==> src/rtl/pcie_egress_sequencer_if.sv <==
// ---------------------------------------------------------------------------
// pcie_egress_sequencer_if
// Per-TLP request bundle between the egress sequencer and the TLP builder.
//   o_egress_enable   : sequencer asks the builder to emit the current TLP
//   i_egress_finished : builder reports it is done with the current TLP
//   o_command         : TLP command byte (32-bit MWr / MRd)
//   o_flags           : TLP flags, passed through from the host side
//   o_address         : byte address of the current TLP
//   o_tag             : read tag of the current TLP (0 for writes)
//   o_tlp_dword_cnt   : TLP length in dwords (1024 encoded as 0)
// Signal names keep the sequencer's point of view: o_* are driven by the
// master (sequencer), i_* by the slave (builder).
// ---------------------------------------------------------------------------
interface pcie_egress_sequencer_if;
    logic        o_egress_enable;
    logic        i_egress_finished;
    logic [7:0]  o_command;
    logic [13:0] o_flags;
    logic [31:0] o_address;
    logic [7:0]  o_tag;
    logic [9:0]  o_tlp_dword_cnt;

    modport master (
        output o_egress_enable,
        output o_command,
        output o_flags,
        output o_address,
        output o_tag,
        output o_tlp_dword_cnt,
        input  i_egress_finished
    );

    modport slave (
        input  o_egress_enable,
        input  o_command,
        input  o_flags,
        input  o_address,
        input  o_tag,
        input  o_tlp_dword_cnt,
        output i_egress_finished
    );
endinterface

==> src/rtl/pcie_egress_sequencer.sv <==
// ---------------------------------------------------------------------------
// pcie_egress_sequencer
// Splits one host transfer (memory write or read of N dwords) into legal
// TLPs: each bounded by max payload / max read request and never crossing a
// 4KB address boundary. Each TLP is handed to the builder with an
// enable/finished handshake. Read tags rotate 0..TAG_COUNT-1 and reads stall
// while every tag is in flight.
// Ports:
//   clk, rst            : core clock, asynchronous active-low reset
//   i_start             : 1-cycle start strobe, honoured only when idle
//   i_write             : 1 = memory write, 0 = memory read
//   i_address           : dword-aligned base byte address
//   i_dword_count       : total dwords of the transfer
//   i_flags             : TLP flags copied into each TLP
//   i_max_payload       : max write payload in dwords (0 means 32)
//   i_max_read_req      : max read request in dwords (0 means 32)
//   i_cpl_done          : 1-cycle strobe, one read tag fully completed
//   egress              : builder-side TLP request bundle (master side)
//   o_busy              : transfer in progress
//   o_done              : 1-cycle pulse when the transfer has fully finished
//   o_outstanding       : read tags currently in flight
// MAX_XFER_W must be at least 11.
// ---------------------------------------------------------------------------
module pcie_egress_sequencer #(
    parameter int TAG_COUNT  = 32,
    parameter int MAX_XFER_W = 24
) (
    input  logic                    clk,
    input  logic                    rst,
    input  logic                    i_start,
    input  logic                    i_write,
    input  logic [31:0]             i_address,
    input  logic [MAX_XFER_W-1:0]   i_dword_count,
    input  logic [13:0]             i_flags,
    input  logic [9:0]              i_max_payload,
    input  logic [9:0]              i_max_read_req,
    input  logic                    i_cpl_done,
    pcie_egress_sequencer_if.master egress,
    output logic                    o_busy,
    output logic                    o_done,
    output logic [8:0]              o_outstanding
);

    localparam logic [7:0] CMD_MWR_32B = 8'h40;
    localparam logic [7:0] CMD_MRD_32B = 8'h00;

    localparam logic [2:0] ST_IDLE     = 3'd0;
    localparam logic [2:0] ST_CALC     = 3'd1;
    localparam logic [2:0] ST_STALL    = 3'd2;
    localparam logic [2:0] ST_ISSUE    = 3'd3;
    localparam logic [2:0] ST_WAIT_FIN = 3'd4;
    localparam logic [2:0] ST_WAIT_LOW = 3'd5;
    localparam logic [2:0] ST_DRAIN    = 3'd6;
    localparam logic [2:0] ST_DONE     = 3'd7;

    localparam logic [8:0] TAG_FULL = 9'(TAG_COUNT);
    localparam logic [7:0] TAG_LAST = 8'(TAG_COUNT - 1);

    // Smaller of two 11-bit dword lengths.
    function automatic logic [10:0] min_len(input logic [10:0] a, input logic [10:0] b);
        return (a < b) ? a : b;
    endfunction

    logic [2:0]            state_r;
    logic                  write_r;
    logic [31:0]           addr_r;
    logic [MAX_XFER_W-1:0] remaining_r;
    logic [10:0]           len_r;
    logic [7:0]            tag_r;
    logic [8:0]            outstanding_r;

    logic                  enable_r;
    logic [7:0]            command_r;
    logic [13:0]           flags_r;
    logic [31:0]           address_r;
    logic [7:0]            tag_out_r;
    logic [9:0]            tlp_cnt_r;
    logic                  busy_r;
    logic                  done_r;

    logic [9:0]            lim_raw_s;
    logic [10:0]           lim_s;
    logic [10:0]           boundary_s;
    logic [10:0]           rem_clip_s;
    logic [10:0]           len_s;
    logic                  inc_s;
    logic                  dec_s;
    logic [8:0]            outstanding_nxt_s;

    // Length of the next TLP: remaining, size limit and distance to the 4KB edge.
    always_comb begin
        lim_raw_s = write_r ? i_max_payload : i_max_read_req;
        if (lim_raw_s == 10'd0) begin
            lim_s = 11'd32;
        end else begin
            lim_s = {1'b0, lim_raw_s};
        end
        // Dwords left before addr[11:0] wraps; 1..1024.
        boundary_s = 11'd1024 - {1'b0, addr_r[11:2]};
        if (remaining_r > MAX_XFER_W'(11'd1024)) begin
            rem_clip_s = 11'd1024;
        end else begin
            rem_clip_s = remaining_r[10:0];
        end
        len_s = min_len(min_len(rem_clip_s, lim_s), boundary_s);
    end

    // Tags in flight: a read issue and a release on the same edge cancel out,
    // and a release with nothing outstanding is dropped.
    always_comb begin
        inc_s = (state_r == ST_ISSUE) && !write_r;
        dec_s = i_cpl_done && (outstanding_r != 9'd0);
        if (inc_s && !dec_s) begin
            outstanding_nxt_s = outstanding_r + 9'd1;
        end else if (!inc_s && dec_s) begin
            outstanding_nxt_s = outstanding_r - 9'd1;
        end else begin
            outstanding_nxt_s = outstanding_r;
        end
    end

    // Transfer sequencing FSM with registered TLP fields and status outputs.
    always_ff @(posedge clk or negedge rst) begin
        if (!rst) begin
            state_r       <= ST_IDLE;
            write_r       <= 1'b0;
            addr_r        <= 32'd0;
            remaining_r   <= '0;
            len_r         <= 11'd0;
            tag_r         <= 8'd0;
            outstanding_r <= 9'd0;
            enable_r      <= 1'b0;
            command_r     <= 8'd0;
            flags_r       <= 14'd0;
            address_r     <= 32'd0;
            tag_out_r     <= 8'd0;
            tlp_cnt_r     <= 10'd0;
            busy_r        <= 1'b0;
            done_r        <= 1'b0;
        end else begin
            outstanding_r <= outstanding_nxt_s;
            done_r        <= 1'b0;
            case (state_r)
                ST_IDLE: begin
                    if (i_start) begin
                        write_r     <= i_write;
                        addr_r      <= i_address;
                        remaining_r <= i_dword_count;
                        busy_r      <= 1'b1;
                        state_r     <= (i_dword_count == '0) ? ST_DONE : ST_CALC;
                    end
                end
                ST_CALC: begin
                    address_r <= addr_r;
                    len_r     <= len_s;
                    tlp_cnt_r <= len_s[9:0];
                    command_r <= write_r ? CMD_MWR_32B : CMD_MRD_32B;
                    tag_out_r <= write_r ? 8'd0 : tag_r;
                    flags_r   <= i_flags;
                    state_r   <= (!write_r && (outstanding_r == TAG_FULL)) ? ST_STALL : ST_ISSUE;
                end
                ST_STALL: begin
                    if (outstanding_r != TAG_FULL) begin
                        state_r <= ST_ISSUE;
                    end
                end
                ST_ISSUE: begin
                    enable_r <= 1'b1;
                    if (!write_r) begin
                        tag_r <= (tag_r == TAG_LAST) ? 8'd0 : tag_r + 8'd1;
                    end
                    state_r <= ST_WAIT_FIN;
                end
                ST_WAIT_FIN: begin
                    if (egress.i_egress_finished) begin
                        enable_r    <= 1'b0;
                        addr_r      <= addr_r + {19'd0, len_r, 2'b00};
                        remaining_r <= remaining_r - MAX_XFER_W'(len_r);
                        state_r     <= ST_WAIT_LOW;
                    end
                end
                ST_WAIT_LOW: begin
                    // Builder must drop finished before the next TLP is offered.
                    if (!egress.i_egress_finished) begin
                        if (remaining_r != '0) begin
                            state_r <= ST_CALC;
                        end else if (write_r) begin
                            state_r <= ST_DONE;
                        end else begin
                            state_r <= ST_DRAIN;
                        end
                    end
                end
                ST_DRAIN: begin
                    if (outstanding_r == 9'd0) begin
                        state_r <= ST_DONE;
                    end
                end
                ST_DONE: begin
                    done_r  <= 1'b1;
                    busy_r  <= 1'b0;
                    state_r <= ST_IDLE;
                end
                default: begin
                    enable_r <= 1'b0;
                    busy_r   <= 1'b0;
                    state_r  <= ST_IDLE;
                end
            endcase
        end
    end

    assign egress.o_egress_enable = enable_r;
    assign egress.o_command       = command_r;
    assign egress.o_flags         = flags_r;
    assign egress.o_address       = address_r;
    assign egress.o_tag           = tag_out_r;
    assign egress.o_tlp_dword_cnt = tlp_cnt_r;
    assign o_busy                 = busy_r;
    assign o_done                 = done_r;
    assign o_outstanding          = outstanding_r;

endmodule
==> src/flat_wrapper.sv <==
// flat-port wrapper written by rule: the top's interface ports become plain ports
module pcie_egress_sequencer_flat 
#(
    parameter int TAG_COUNT  = 32,
    parameter int MAX_XFER_W = 24
)
  (clk, rst, i_start, i_write, i_address, i_dword_count, i_flags, i_max_payload, i_max_read_req, i_cpl_done, o_busy, o_done, o_outstanding, egress_o_egress_enable, egress_o_command, egress_o_flags, egress_o_address, egress_o_tag, egress_o_tlp_dword_cnt, egress_i_egress_finished);
  pcie_egress_sequencer_if egress_i ();
  input  logic clk;
  input  logic rst;
  input  logic i_start;
  input  logic i_write;
  input  logic [31:0] i_address;
  input  logic [MAX_XFER_W-1:0] i_dword_count;
  input  logic [13:0] i_flags;
  input  logic [9:0] i_max_payload;
  input  logic [9:0] i_max_read_req;
  input  logic i_cpl_done;
  output logic o_busy;
  output logic o_done;
  output logic [8:0] o_outstanding;
  output wire logic [$bits(egress_i.o_egress_enable)-1:0] egress_o_egress_enable;
  output wire logic [$bits(egress_i.o_command)-1:0] egress_o_command;
  output wire logic [$bits(egress_i.o_flags)-1:0] egress_o_flags;
  output wire logic [$bits(egress_i.o_address)-1:0] egress_o_address;
  output wire logic [$bits(egress_i.o_tag)-1:0] egress_o_tag;
  output wire logic [$bits(egress_i.o_tlp_dword_cnt)-1:0] egress_o_tlp_dword_cnt;
  input wire logic [$bits(egress_i.i_egress_finished)-1:0] egress_i_egress_finished;
  assign egress_o_egress_enable = egress_i.o_egress_enable;
  assign egress_o_command = egress_i.o_command;
  assign egress_o_flags = egress_i.o_flags;
  assign egress_o_address = egress_i.o_address;
  assign egress_o_tag = egress_i.o_tag;
  assign egress_o_tlp_dword_cnt = egress_i.o_tlp_dword_cnt;
  assign egress_i.i_egress_finished = egress_i_egress_finished;
  pcie_egress_sequencer #(.TAG_COUNT(TAG_COUNT), .MAX_XFER_W(MAX_XFER_W)) u_core (.clk(clk), .rst(rst), .i_start(i_start), .i_write(i_write), .i_address(i_address), .i_dword_count(i_dword_count), .i_flags(i_flags), .i_max_payload(i_max_payload), .i_max_read_req(i_max_read_req), .i_cpl_done(i_cpl_done), .egress(egress_i), .o_busy(o_busy), .o_done(o_done), .o_outstanding(o_outstanding));
endmodule
==> config.mk <==
export PLATFORM = sky130hd
export DESIGN_NAME = pcie_egress_sequencer_flat
export DESIGN_NICKNAME = d
export VERILOG_FILES = /design/src/rtl/pcie_egress_sequencer_if.sv /design/src/rtl/pcie_egress_sequencer.sv /design/src/flat_wrapper.sv
export SDC_FILE = /design/constraint.sdc
export NUM_CORES = 1
export LEC_CHECK = 0
export ABC_AREA = 1
export CAP_MARGIN = 15
export CORE_MARGIN = 1
export CORE_UTILIZATION = 59
export CTS_BUF_LIST = sky130_fd_sc_hd__clkbuf_8
export CTS_CLUSTER_DIAMETER = 120
export DETAILED_ROUTE_END_ITERATION = 12
export PLACE_DENSITY = 0.87
export RECOVER_POWER = 50
export SETUP_SLACK_MARGIN = 0.05
export SLEW_MARGIN = 10
export SYNTH_ARGS = -nofsm -noshare
export SYNTH_HDL_FRONTEND = slang
export SYNTH_SLANG_ARGS = --single-unit
==> constraint.sdc <==
create_clock -name clk -period 7.35 [get_ports clk]
set_clock_uncertainty 0.15 [all_clocks]
set_input_delay 1.47 -clock clk [delete_from_list [all_inputs] [get_ports clk]]
set_output_delay 1.47 -clock clk [all_outputs]
set_load 0.01 [all_outputs]
==> results.ini <==
[status]
outcome = finished with violations
violations = max-capacitance violations, max-slew violations

[floorplan]
start_util_pct = 60.4
fp-row-count = 46
die_area_um2 = 16700
core_area_um2 = 15800
io_pins = 180
die_h_um = 129
die_width_um = 129

[cts]
cts_setup_buffers = 0
cts_resized = 0
root_buffer = clkbuf_8
cts_tree = built
worstSkewPairLatency_ns = 0.46
ctsHoldBuffers = 0
cts_buffers = 17
clk_pin_slew_ns = 0.08
h-tree-depth = 4
cts.sinks = 146
cts.path.max_buffers = 2

[sta]
maxSlewHeadroom_pct = -160
finalMaxSlewViolations = 133
worst_slack_ns = 2.08
holdWs_ns = 0.323
fin_tns_setup_ns = 0
hold_viol = 0
min_period_over_period_pct = 71.7
worst_pin_slew_ns = 3.89
period_needed_ns = 5.27
setup_viol = 0
max_freq_ghz = 0.190
rsz0062_at_grt = no

[finish]
multi_input_area_um2 = 5050
num_antenna_cells = 0
area_growth_pct = 23.1
drive_above_1_share_pct = 4.22
nNetsFinal = 1606
nFillCells = 1238
register_area_um2 = 3650

[critical_path]
crit_path_frequent_cell = nand2_1
rr_worst_depth = 23
endpoint_kind = flop
worst_ep_required_time_ns = 7.60
critical_path_buf_inv_count = 2
critPathLaunchType = input pin
crit_path_max_fanout = 18
cpPeakStageDelay_ns = 0.40
r2r_end = u_core.egress.o_tlp_dword_cnt[2]
cp_data_arrival_time_ns = 5.52
worst-path-stages = 24
cp_top_family = compound AO/OA/AOI/OAI gates
crit_path_cell_trace = clkdlybuf4s50_1 > nand2_1 > a21boi_0 > nand2_1 > nor3_1 > a31oi_1 > ha_1 > nand2_1 > nor2_1 > nand3_1 > nand2_1 > nor2_2 > nand3_4 > o21ai_0 > inv_1 > ha_1 > a21oi_1 > nor2_1 > a211oi_1 > o221a_2 > nand2_2 > nand2_1 > nand3_1 > nand2_1
cp-startpoint = i_max_payload[4]
regToRegSetupSlack_ns = 2.32
rr_startpoint = u_core.write_r
crit_type = input pin to flop
critPathSlowestCell = clkdlybuf4s50_1
crit_path_end = u_core.egress.o_tlp_dword_cnt[2]

[synth]
ys_async_sr_fraction_pct = 100
synth_xor_area_share_pct = 3.21
ys_seq_area_share_pct = 38.2
synth_compound_area_share_pct = 14.7
yosys.area_share.adder_pct = 7.30
yosys.area_share.simple_pct = 27.1
synth_edf_count = 0
yosysWarnings = 0
yosysTopAreaCell = dfrtp_1
yosysTopAreaCellShare_pct = 38.2
synth.area.mux_share_pct = 0.209
syn-instance-count = 1312
synth_top_family_by_area = simple AND/OR/NAND/NOR gates
synthesis.area_um2 = 9560
ys_ff_latch = 146
synthDistinctLibCells = 48
synthFlopType = dfrtp_1
synth.avg_cell_area_um2 = 7.29
yosys-top-cells-area = dfrtp_1 (38%), nand2_1 (14%), o21ai_0 (7.1%)

[power_and_ir_drop]
power.static_leakage_nw = 5.68
p_per_area_nw_per_um2 = 448
vdd_drop_max_uv = 261

[grt]
grt_pass1_wl_mm = 42.8
gr-total-overflow = 0
antenna_found_initial = 0
grt_pass1_vias = 9015
grt_max_degree = 84
track_usage_pct = 32.8

[route]
drtIter0Drc = 870
drc_errors = 0
num_vias = 9435
routed_via_density = 5.60
wl_per_cell_um = 15.6
routed_wl_mm = 26.4
postRouteAntennaNets = 0
firstDrtPassIters = 7

[placed_design]
dp_hpwl_mm = 19.1
post-place-ws_ns = 1.64
numPortBuffers = 172
place_congestion = 0.941

[job]
drv_cap = 2

[worst_hold_path]
hp-start = u_core.egress.o_flags[5]
hold_path_class = flop to flop

## state kept, by name, indices dropped and copies added (netlist names), 3 cells and up
| name | count |
|---|---|
| u_core.addr_r | 32 |
| u_core.egress.o_tag | 8 |
| u_core.egress.o_address | 32 |
| u_core.tag_r | 8 |
| u_core.egress.o_flags | 14 |
| u_core.o_outstanding | 9 |
| u_core.remaining_r | 24 |
| u_core.egress.o_tlp_dword_cnt | 9 |
| u_core.state_r | 3 |
## Yosys cell counts (all sizes together), types with 4 or more instances
library cell  count
nand4            17
a21oi            44
nor2            116
ha               51
nand3b            4
xnor2             7
clkbuf           33
nand3            70
inv             150
o31ai             5
dfrtp           146
o211ai           18
o21ai           140
o21a              5
xor2             28
or2               8
nand2           360
nor3             18
a31oi             5
buf              27
nor4             12
o22ai            19
## cell type report
class	instances	area share (%)
sequential	146	31.0
clock inverter	9	1.49
multi-input combinational	962	42.9
timing repair buffer	178	14.9
clock buffer	22	2.57
inverter	151	4.82
tap	216	2.30
## cells by family after synthesis
kind of cell,count (synthesis)
other,1
AOI/OAI and AO/OA,252
DFF,146
muxes,2
xor gates and xnor gates,35
adders and majority gates,54
and+or+nand+nor,611
buffers and inverters,211
## metal layers
metal	vias to the layer above	GRT usage, %	wire, µm
met5	-	0	0
met4	0	13.4	734
met3	67	6.36	1790
met2	399	54.1	12700
met1	4395	42.3	11100
li1	4574	-	-
## worst min-delay path by stage
stage / to / cells past startpoint
2_1_floorplan: u_core.addr_r[29] / 2
3_3_place_gp: u_core.egress.o_flags[10] / 2
3_5_place_dp: u_core.egress.o_flags[5] / 2
4_1_cts: u_core.egress.o_flags[5] / 2
5_1_grt: u_core.egress.o_flags[3] / 2
6_report: u_core.egress.o_flags[5] / 2
## worst register-to-register path: stages, from the launching register on
cell,delay [ns]
dfrtp_1,0.81
inv_1,0.36
a21boi_0,0.44
nand2_1,0.09
nor3_1,0.15
a31oi_1,0.14
ha_1,0.31
nand2_1,0.06
nor2_1,0.05
nand3_1,0.08
nand2_1,0.08
nor2_2,0.15
nand3_4,0.17
o21ai_0,0.29
inv_1,0.08
ha_1,0.32
a21oi_1,0.17
nor2_1,0.06
a211oi_1,0.18
o221a_2,0.37
nand2_2,0.20
nand2_1,0.11
nand3_1,0.07
nand2_1,0.08
## power by group
group	internal (mW)	leakage, nW	total, mW	switching [mW]
registers	1.17	1.82	1.56	0.390
clock network	0.447	0.237	0.758	0.312
logic	1.20	3.63	2.95	1.75
total	2.82	5.68	5.27	2.45
## cells in the final DEF (no fill, tap or decap), types with 12 or more instances in the layout
cell             Yosys  final
nor2_1             106    107
xor2_1              28     28
o21ai_0            136    136
ha_1                51     51
clkbuf_8             0     22
nand2_1            355    355
o211ai_1            18     18
nor3_1              17     17
nand4_1             17     17
nand3_1             69     69
a21oi_1             44     44
clkdlybuf4s50_1      0    167
dfrtp_1            146    146
o22ai_1             19     19
nor4_1              12     12
inv_1              149    149
## through the flow
step | utilization, % | instance area [µm²] | std cells | total power [mW]
3_5_place_dp | 71.5 | 11300 | 1653 | 4.46
6_report | 74.4 | 11800 | 1684 | 5.27
4_1_cts | 74.5 | 11800 | 1684 | 5.24
2_1_floorplan | - | 9590 | 1319 | 3.48
5_1_grt | 74.4 | 11800 | 1684 | 5.72
3_3_place_gp | 71.5 | 11300 | 1653 | 4.34
(Power assumes the default switching activity.)
